===== config.mk =====
export PLATFORM = sky130hd
export DESIGN_NAME = np_serial_adder_flat
export DESIGN_NICKNAME = d
export VERILOG_FILES = /design/src/rtl/np_serial_adder_pkg.sv /design/src/rtl/np_serial_adder_if.sv /design/src/rtl/np_2bit_adder_ci.sv /design/src/rtl/np_serial_adder.sv /design/src/flat_wrapper.sv
export SDC_FILE = /design/constraint.sdc
export NUM_CORES = 1
export LEC_CHECK = 0
export BUFFER_PORTS_ARGS = -buffer_cell sky130_fd_sc_hd__buf_2
export CAP_MARGIN = 0
export CORE_UTILIZATION = 47
export CTS_CLUSTER_DIAMETER = 80
export DETAILED_ROUTE_END_ITERATION = 7
export PLACE_DENSITY_LB_ADDON = 0.08
export SLEW_MARGIN = 0
export SYNTH_ARGS = -nofsm -noshare
export SYNTH_HDL_FRONTEND = slang
export SYNTH_SLANG_ARGS = --single-unit

===== constraint.sdc =====
create_clock -name clk -period 1.5 [get_ports clk]
set_input_delay 0.3 -clock clk [delete_from_list [all_inputs] [get_ports clk]]
set_output_delay 0.3 -clock clk [all_outputs]
set_load 0.02 [all_outputs]

===== src/rtl/np_serial_adder_pkg.sv =====
// np_serial_adder shared types.
// FSM encoding and digit-count helper.
package np_serial_adder_pkg;

  typedef enum logic [1:0] {
    IDLE = 2'b00,
    RUN  = 2'b01,
    DONE = 2'b10
  } state_t;

  function automatic int digits(int w);
    return w / 2;
  endfunction

endpackage


===== src/rtl/np_serial_adder_if.sv =====
// np_serial_adder operand/result handshake bundle.
// slave is the adder side, master the producer/consumer side.
interface np_serial_adder_if #(
  parameter int WIDTH = 8
);
  logic             in_valid;
  logic             in_ready;
  logic [WIDTH-1:0] a;
  logic [WIDTH-1:0] b;
  logic             out_valid;
  logic             out_ready;
  logic [WIDTH-1:0] sum;
  logic             co;

  modport master (
    output in_valid, a, b, out_ready,
    input  in_ready, out_valid, sum, co
  );

  modport slave (
    input  in_valid, a, b, out_ready,
    output in_ready, out_valid, sum, co
  );
endinterface


===== src/rtl/np_2bit_adder_ci.sv =====
// np_2bit_adder_ci: 2-bit adder with carry-in.
// {co,s} = a + b + ci, sum-of-products form.
module np_2bit_adder_ci (
  input  logic [1:0] a,
  input  logic [1:0] b,
  input  logic       ci,
  output logic [1:0] s,
  output logic       co
);
  logic c0;

  assign s[0] = a[0] ^ b[0] ^ ci;
  assign c0   = (a[0] & b[0]) | (a[0] & ci) | (b[0] & ci);
  assign s[1] = a[1] ^ b[1] ^ c0;
  assign co   = (a[1] & b[1]) | (a[1] & c0) | (b[1] & c0);
endmodule


===== src/rtl/np_serial_adder.sv =====
// np_serial_adder: digit-serial adder, 2 bits per clock.
// LSB digit first, registered carry between digits.
module np_serial_adder
  import np_serial_adder_pkg::*;
#(
  parameter int WIDTH = 8
) (
  input logic             clk,
  input logic             rst,
  np_serial_adder_if.slave bus
);
  localparam int DIGITS = digits(WIDTH);
  localparam int CW     = (DIGITS > 1) ? $clog2(DIGITS) : 1;

  state_t           state_q, state_d;
  logic [CW-1:0]    cnt_q;
  logic [WIDTH-1:0] a_q, b_q, s_q;
  logic             c_q, co_q;
  logic [1:0]       d;
  logic             c_n;
  logic [WIDTH-1:0] s_sh;
  logic             last;
  logic             in_rdy, out_vld;
  logic             accept;

  np_2bit_adder_ci u_add (
    .a  (a_q[1:0]),
    .b  (b_q[1:0]),
    .ci (c_q),
    .s  (d),
    .co (c_n)
  );

  // New digit enters at the MSB end; after DIGITS steps the sum is aligned.
  if (WIDTH == 2) begin : g_sh2
    assign s_sh = d;
  end else begin : g_shn
    assign s_sh = {d, s_q[WIDTH-1:2]};
  end

  assign last   = (cnt_q == CW'(DIGITS - 1));
  assign accept = (state_q == IDLE) && bus.in_valid;

  always_comb begin
    state_d = state_q;
    in_rdy  = 1'b0;
    out_vld = 1'b0;
    unique case (state_q)
      IDLE: begin
        in_rdy = 1'b1;
        if (bus.in_valid) state_d = RUN;
      end
      RUN: begin
        if (last) state_d = DONE;
      end
      DONE: begin
        out_vld = 1'b1;
        if (bus.out_ready) state_d = IDLE;
      end
      default: state_d = IDLE;
    endcase
  end

  always_ff @(posedge clk) begin
    if (rst) state_q <= IDLE;
    else     state_q <= state_d;
  end

  always_ff @(posedge clk) begin
    if (rst) begin
      a_q   <= '0;
      b_q   <= '0;
      s_q   <= '0;
      c_q   <= 1'b0;
      co_q  <= 1'b0;
      cnt_q <= '0;
    end else if (accept) begin
      a_q   <= bus.a;
      b_q   <= bus.b;
      c_q   <= 1'b0;
      cnt_q <= '0;
    end else if (state_q == RUN) begin
      a_q   <= a_q >> 2;
      b_q   <= b_q >> 2;
      s_q   <= s_sh;
      c_q   <= c_n;
      cnt_q <= cnt_q + CW'(1);
      if (last) co_q <= c_n;
    end
  end

  assign bus.in_ready  = in_rdy;
  assign bus.out_valid = out_vld;
  assign bus.sum       = s_q;
  assign bus.co        = co_q;
endmodule


===== src/flat_wrapper.sv =====
// flat-port wrapper written by rule: the top's interface ports become plain ports
module np_serial_adder_flat import np_serial_adder_pkg::*;
#(
  parameter int WIDTH = 8
)
  (clk, rst, bus_in_valid, bus_a, bus_b, bus_out_ready, bus_in_ready, bus_out_valid, bus_sum, bus_co);
  np_serial_adder_if #(.WIDTH(WIDTH)) bus_i ();
  input logic clk;
  input logic rst;
  input wire logic [$bits(bus_i.in_valid)-1:0] bus_in_valid;
  input wire logic [$bits(bus_i.a)-1:0] bus_a;
  input wire logic [$bits(bus_i.b)-1:0] bus_b;
  input wire logic [$bits(bus_i.out_ready)-1:0] bus_out_ready;
  output wire logic [$bits(bus_i.in_ready)-1:0] bus_in_ready;
  output wire logic [$bits(bus_i.out_valid)-1:0] bus_out_valid;
  output wire logic [$bits(bus_i.sum)-1:0] bus_sum;
  output wire logic [$bits(bus_i.co)-1:0] bus_co;
  assign bus_i.in_valid = bus_in_valid;
  assign bus_i.a = bus_a;
  assign bus_i.b = bus_b;
  assign bus_i.out_ready = bus_out_ready;
  assign bus_in_ready = bus_i.in_ready;
  assign bus_out_valid = bus_i.out_valid;
  assign bus_sum = bus_i.sum;
  assign bus_co = bus_i.co;
  np_serial_adder #(.WIDTH(WIDTH)) u_core (.clk(clk), .rst(rst), .bus(bus_i));
endmodule

# ---- After elaboration in Yosys (flattened, before gate mapping)
# Index checks and enable logic that the tools add are counted.
# Widths: inputs -> output; s select.
dict set report word_totals {
  register_bits 30
  latchBits 0
  mem_bits_rw 0
  romBits 0
  out_inout_bits 11
  n_memories 0
}
dict set report op_classes {
  addsub 1
  multipliers 0
  n_div 0
  n_lt_le_gt_ge 0
  n_eq_ne 6
  shift 0
  n_mux 10
  n_bitwise 15
  reduce_logical 7
}
# cell n
set op_table {}
lappend op_table {{$mux 8} 4}
lappend op_table {{$and 1x1->1} 6}
lappend op_table {{$mux 2} 3}
lappend op_table {{$pmux 2 s3} 1}
lappend op_table {{$reduce_and 3->1} 2}
lappend op_table {{$eq 2x2->1 const B} 2}
lappend op_table {{$ne 2x2->1 const B} 2}
lappend op_table {{$or 1x1->1} 4}
lappend op_table {{$xor 1x1->1} 4}
lappend op_table {{$add 2x1->2 const B} 1}
lappend op_table {{$eq 2x1->1 const B} 1}
lappend op_table {{$logic_not 2->1} 1}
lappend op_table {{$mux 1} 2}
lappend op_table {{$ne 2x1->1 const B} 1}
lappend op_table {{$reduce_and 2->1} 1}
lappend op_table {{$reduce_bool 2->1} 1}
lappend op_table {{$reduce_or 2->1} 1}
lappend op_table {{$logic_and 1x1->1} 1}
lappend op_table {{$not 1->1} 1}

# ---- Depth between registers and ports, before layout
dict set report depth {
  depth_word 6
  mapped_depth 5
  mapped_depth_nobuf 4
}

# ---- By module
# From an unflattened synthesis, not the netlist that was laid out.
dict set report unflattened {
  cells_unflattened 166
  area_unflattened_um2 1390.1
}
# module instances cells_each area_each_um2 seq_area_each_um2
set by_module_without_submodules {}
lappend by_module_without_submodules {np_serial_adder 1 156 1320.0 600.6}
lappend by_module_without_submodules {np_2bit_adder_ci 1 10 70.1 0.0}

# ---- Least setup slack after synthesis
# OpenSTA, ideal clock, no wires.
dict set report synth_timing {
  kind {register to register}
  from {reg u_core.c_q}
  to {reg u_core.c_q}
  setup_time_ns 0.115
  arrival_ns 1.458
  setup_slack_ns -0.073
  path_stages_with_launch 5
  path_buffers 0
  path_cell_list {dfxtp_1 -> inv_1 -> fa_1 -> fa_1 -> a2111oi_0}
}
dict set report synth_between {
  elab_chain_len 6
}
# item line
set synth_rtl {}
lappend synth_rtl {{start, declared} np_serial_adder.sv:18} ;# logic c_q, co_q;
lappend synth_rtl {{start signal, assigned} np_serial_adder.sv:86} ;# c_q <= c_n;
lappend synth_rtl {{$and 1x1->1} np_2bit_adder_ci.sv:13} ;# assign c0 = (a[0] & b[0]) | (a[0] & ci) | (b[0] & ci);
lappend synth_rtl {{$or 1x1->1} np_2bit_adder_ci.sv:13}
lappend synth_rtl {{$or 1x1->1 *} np_2bit_adder_ci.sv:13}
lappend synth_rtl {{$and 1x1->1} np_2bit_adder_ci.sv:15} ;# assign co = (a[1] & b[1]) | (a[1] & c0) | (b[1] & c0);
lappend synth_rtl {{$or 1x1->1} np_2bit_adder_ci.sv:15}
lappend synth_rtl {{$or 1x1->1 *} np_2bit_adder_ci.sv:15}
# Every way passes the cells marked *; elsewhere a longest branch is shown, timed or not.
# A chain may end at the register's enable or synchronous reset.

# ---- Worst setup path after layout
dict set report layout_timing {
  from {reg u_core.a_q[0]}
  to {reg u_core.c_q}
}
dict set report layout_between {
  elab_chain_len 6
}
# item line
set layout_rtl {}
lappend layout_rtl {{start, declared} np_serial_adder.sv:17} ;# logic [WIDTH-1:0] a_q, b_q, s_q;
lappend layout_rtl {{start signal, assigned} np_serial_adder.sv:78} ;# a_q <= bus.a;
lappend layout_rtl {{start signal, assigned} np_serial_adder.sv:83} ;# a_q <= a_q >> 2;
lappend layout_rtl {{$and 1x1->1} np_2bit_adder_ci.sv:13}
lappend layout_rtl {{$or 1x1->1 * (2 in series)} np_2bit_adder_ci.sv:13}
lappend layout_rtl {{$and 1x1->1} np_2bit_adder_ci.sv:15}
lappend layout_rtl {{$or 1x1->1} np_2bit_adder_ci.sv:15}
lappend layout_rtl {{$or 1x1->1 *} np_2bit_adder_ci.sv:15}
# Marks and branches as above.

==> reports/qor.txt <==
nets = 210
Internal Power = 0.00132 W
Inserted Clock Buffers = 5
sequential power share = 49.6%
Slew HR = 71.9%
Netlist cell types = 30
status = finished with violations
Die W = 55.0 um
gpl congestion = 0.775
clock-pin slew on the worst setup and hold paths = 0.10 ns
pwr/cell area = 1070 nW/um2
syn_nets = 174
Post-synth top cells = dfxtp_1, a21oi_1, nand2_1, nor2_1, a211oi_1
first-pass GRT wire length = 4.46 mm
Slew Limit Fails = 0
RSZ-0062 raised after global routing = yes
hpwl dp = 2.03 mm
Core Region = 2570 um2
setup TNS = -0.0273 ns
Sw Pwr = 0.000457 W
Slowest Stage Delay on Critical Path = 0.38 ns
crit path setup slack, layout = -0.0273 ns
global route hottest layer = met2
largest net degree at the start of global routing = 23
fin crit period = 1.53 ns
startpoint types = flop
# Max-Cap Violations = 0
crit-path max FO = 2
worst skew pair latency = 0.32 ns
average size of a mapped cell = 8.76 um2
Final ANT Viol Nets = 0
failing checks = setup timing
Synth Warn # = 0
r2r setup slk = -0.03 ns
WHS Endpoint = u_core.b_q[6]
Via density = 5.39
final hold vios = 0
Finish-stage setup viols = 1
non-filler cells, final = 218
peak supply drop = 0.000844 V
DRT Wirelength = 2.86 mm
clock share of power = 35.1%
Setup crit end kind = flop
Starting Density = 51.5%
Seq cells post-synth = 30
# DRC = 0
M2 GR Usage = 33.5%
combinational power share = 15.3%
first drt pass iteration count = 5
Post-synth EDFFs = 0
Cells after DPL = 210
Fmax = 655 MHz
worst path required time = 1.71 ns
slowest CP cell = fa_2
CP Data Arrival Time = 1.74 ns
CTS tree = done
Mapped Area = 1320 um2
switching share of power = 25.7%
vias in the first global route = 991
r2r worst-path depth = 4
critical path type = flop to flop
initial antenna violation count = 0
Max Buffers Root-to-Sink = 2
register area share after synthesis = 45.4%
Worst R2R Start = u_core.a_q[0]
1st-iter DRT viols = 23
share of cells above drive strength 1 = 34.6%
clock sink count = 30
hold path startpoint = bus_b[6]
Die ar. = 3030 um2
GRT met3 Usage = 5.74%
path category of the worst min-delay check = input pin to flop
drt wl/cell = 13.1 um
num ports = 31
CTS Hold Bufs = 0
Top FF cell, synth = dfxtp_1
Hold WS = 0.207 ns
Async S/R FF share, synth = 0%
most numerous cell in the Yosys netlist = dfxtp_1
Pleak = 0.685 nW
Post-Synthesis Cells = 151
Port Buf Inserts = 30
# diodes = 0
Area growth syn-to-layout = 25.0%
hold depth = 3
root buffer cell = clkbuf_4
Worst path most repeated cell = fa_2
GRT Resource Usage Total = 21.6%
worst-margin pin slew = 0.422 ns
Critical R2R Capture = u_core.c_q
DP Area = 1530 um2
Die Y = 55.0 um
worst-path cell chain = inv_2, fa_2, fa_2, a2111oi_4
Clock H-tree levels = 2
Design Area, Final = 1650 um2
Row Count = 18
top post-synthesis cells by area = dfxtp_1, a21oi_1, nand2_1, a211oi_1, nor2_1
DR vias = 1,175
met1 GRT Util = 28.2%
Synth top area share = 45.4%
clk_skew = 0.0128 ns
Post-Place Setup Slack = -0.118 ns
crit share post-route = 102%
cell taking the most area after synthesis = dfxtp_1
GR Overflow Total = 0
cell families (layout without fill, tap and decap cells):
kind of cell | Yosys count | count (layout) | synth area share, %
buf+inv | 17 | 54 | 6.91
xor+xnor | 1 | 1 | 0.662
mux | 1 | 1 | 0.757
compound gates | 43 | 43 | 21.4
simple gates | 56 | 56 | 20.9
flops | 30 | 30 | 45.4
fa+ha+maj | 3 | 3 | 3.97
flip-flops by register name, summed over array words and instances (netlist names):
name            flops
u_core.bus.sum      8
u_core.cnt_q        2
u_core.state_q      2
u_core.bus.co       1
u_core.a_q          8
u_core.b_q          8
u_core.c_q          1
worst max-delay path: cells and delay by family (launching register included):
kind	cells	cell delay, ns
compound gates	1	0.29
flops	1	0.34
fa+ha+maj	2	0.76
buf+inv	1	0.05
area by class of cell:
cell class | instances | area [um2]
Tap cell | 30 | 37.5
Sequential cell | 30 | 609
Clock buffer | 5 | 37.5
Fill cell | 234 | 915
Timing Repair Buffer | 40 | 244
Multi-Input combinational cell | 104 | 662
Inverter | 6 | 22.5
Clock inverter | 3 | 40.0
repair_timing:
item / 4_1_cts / 5_1_grt
setup buffers: 0 / 0
pin swaps: 3 / 1
setup endpoints to repair: 3 / 4
endpoints found under the hold margin: 0 / 0
resized for setup: 10 / 5
per-stage QoR:
step,power (W),util [%]
6_report,0.00177,64.4
5_1_grt,0.00187,64.4
4_1_cts,0.00179,63.4
3_5_place_dp,0.00116,59.7
3_3_place_gp,0.00115,59.7
2_1_floorplan,0.00107,-
layout by cell type (no fill, tap or decap), drive strengths merged:
cell type  netlist  layout
buf              7      40
dfxtp           30      30
a21oi           24      24
nand2           23      23
nor2            14      14
a211oi           9       9
inv              6       6
clkbuf           4       5
nand3            4       4
nor3             4       4
nand2b           3       3
o22a             3       3
o221a            3       3
or3b             3       3
nor2b            2       2
fa               2       2
clkinv           0       2
or2b             1       1
nor3b            1       1
a2111oi          1       1
a311oi           1       1
xnor2            1       1
a22oi            1       1
o21ba            1       1
and2             1       1
mux2i            1       1
ha               1       1
bufinv           0       1
layer usage:
layer	up-vias	wire length [um]
li1	591	-
met1	551	1370
met2	29	1330
met3	4	123
met4	0	27
met5	-	0
how the worst max path moves through the flow:
stage / from / depth (start not counted) / to / slack [ns]
after floorplan: u_core.c_q / 4 / u_core.c_q / -0.02
after global placement: u_core.c_q / 4 / u_core.c_q / -0.04
after detailed placement: u_core.c_q / 4 / u_core.c_q / -0.12
after CTS: u_core.a_q[0] / 4 / u_core.c_q / -0.06
after global routing: u_core.a_q[0] / 4 / u_core.c_q / -0.09
final: u_core.a_q[0] / 4 / u_core.c_q / -0.03
power by group through the flow:
stage                     logic [W]  clock network, W  registers [W]
after floorplan            0.000171                 0       0.000897
after global placement     0.000256                 0       0.000893
after detailed placement   0.000261                 0       0.000896
after CTS                  0.000267          0.000639       0.000880
after global routing       0.000305          0.000677       0.000884
final                      0.000272          0.000623       0.000879
Note: power is estimated with default switching activity, not from simulation.
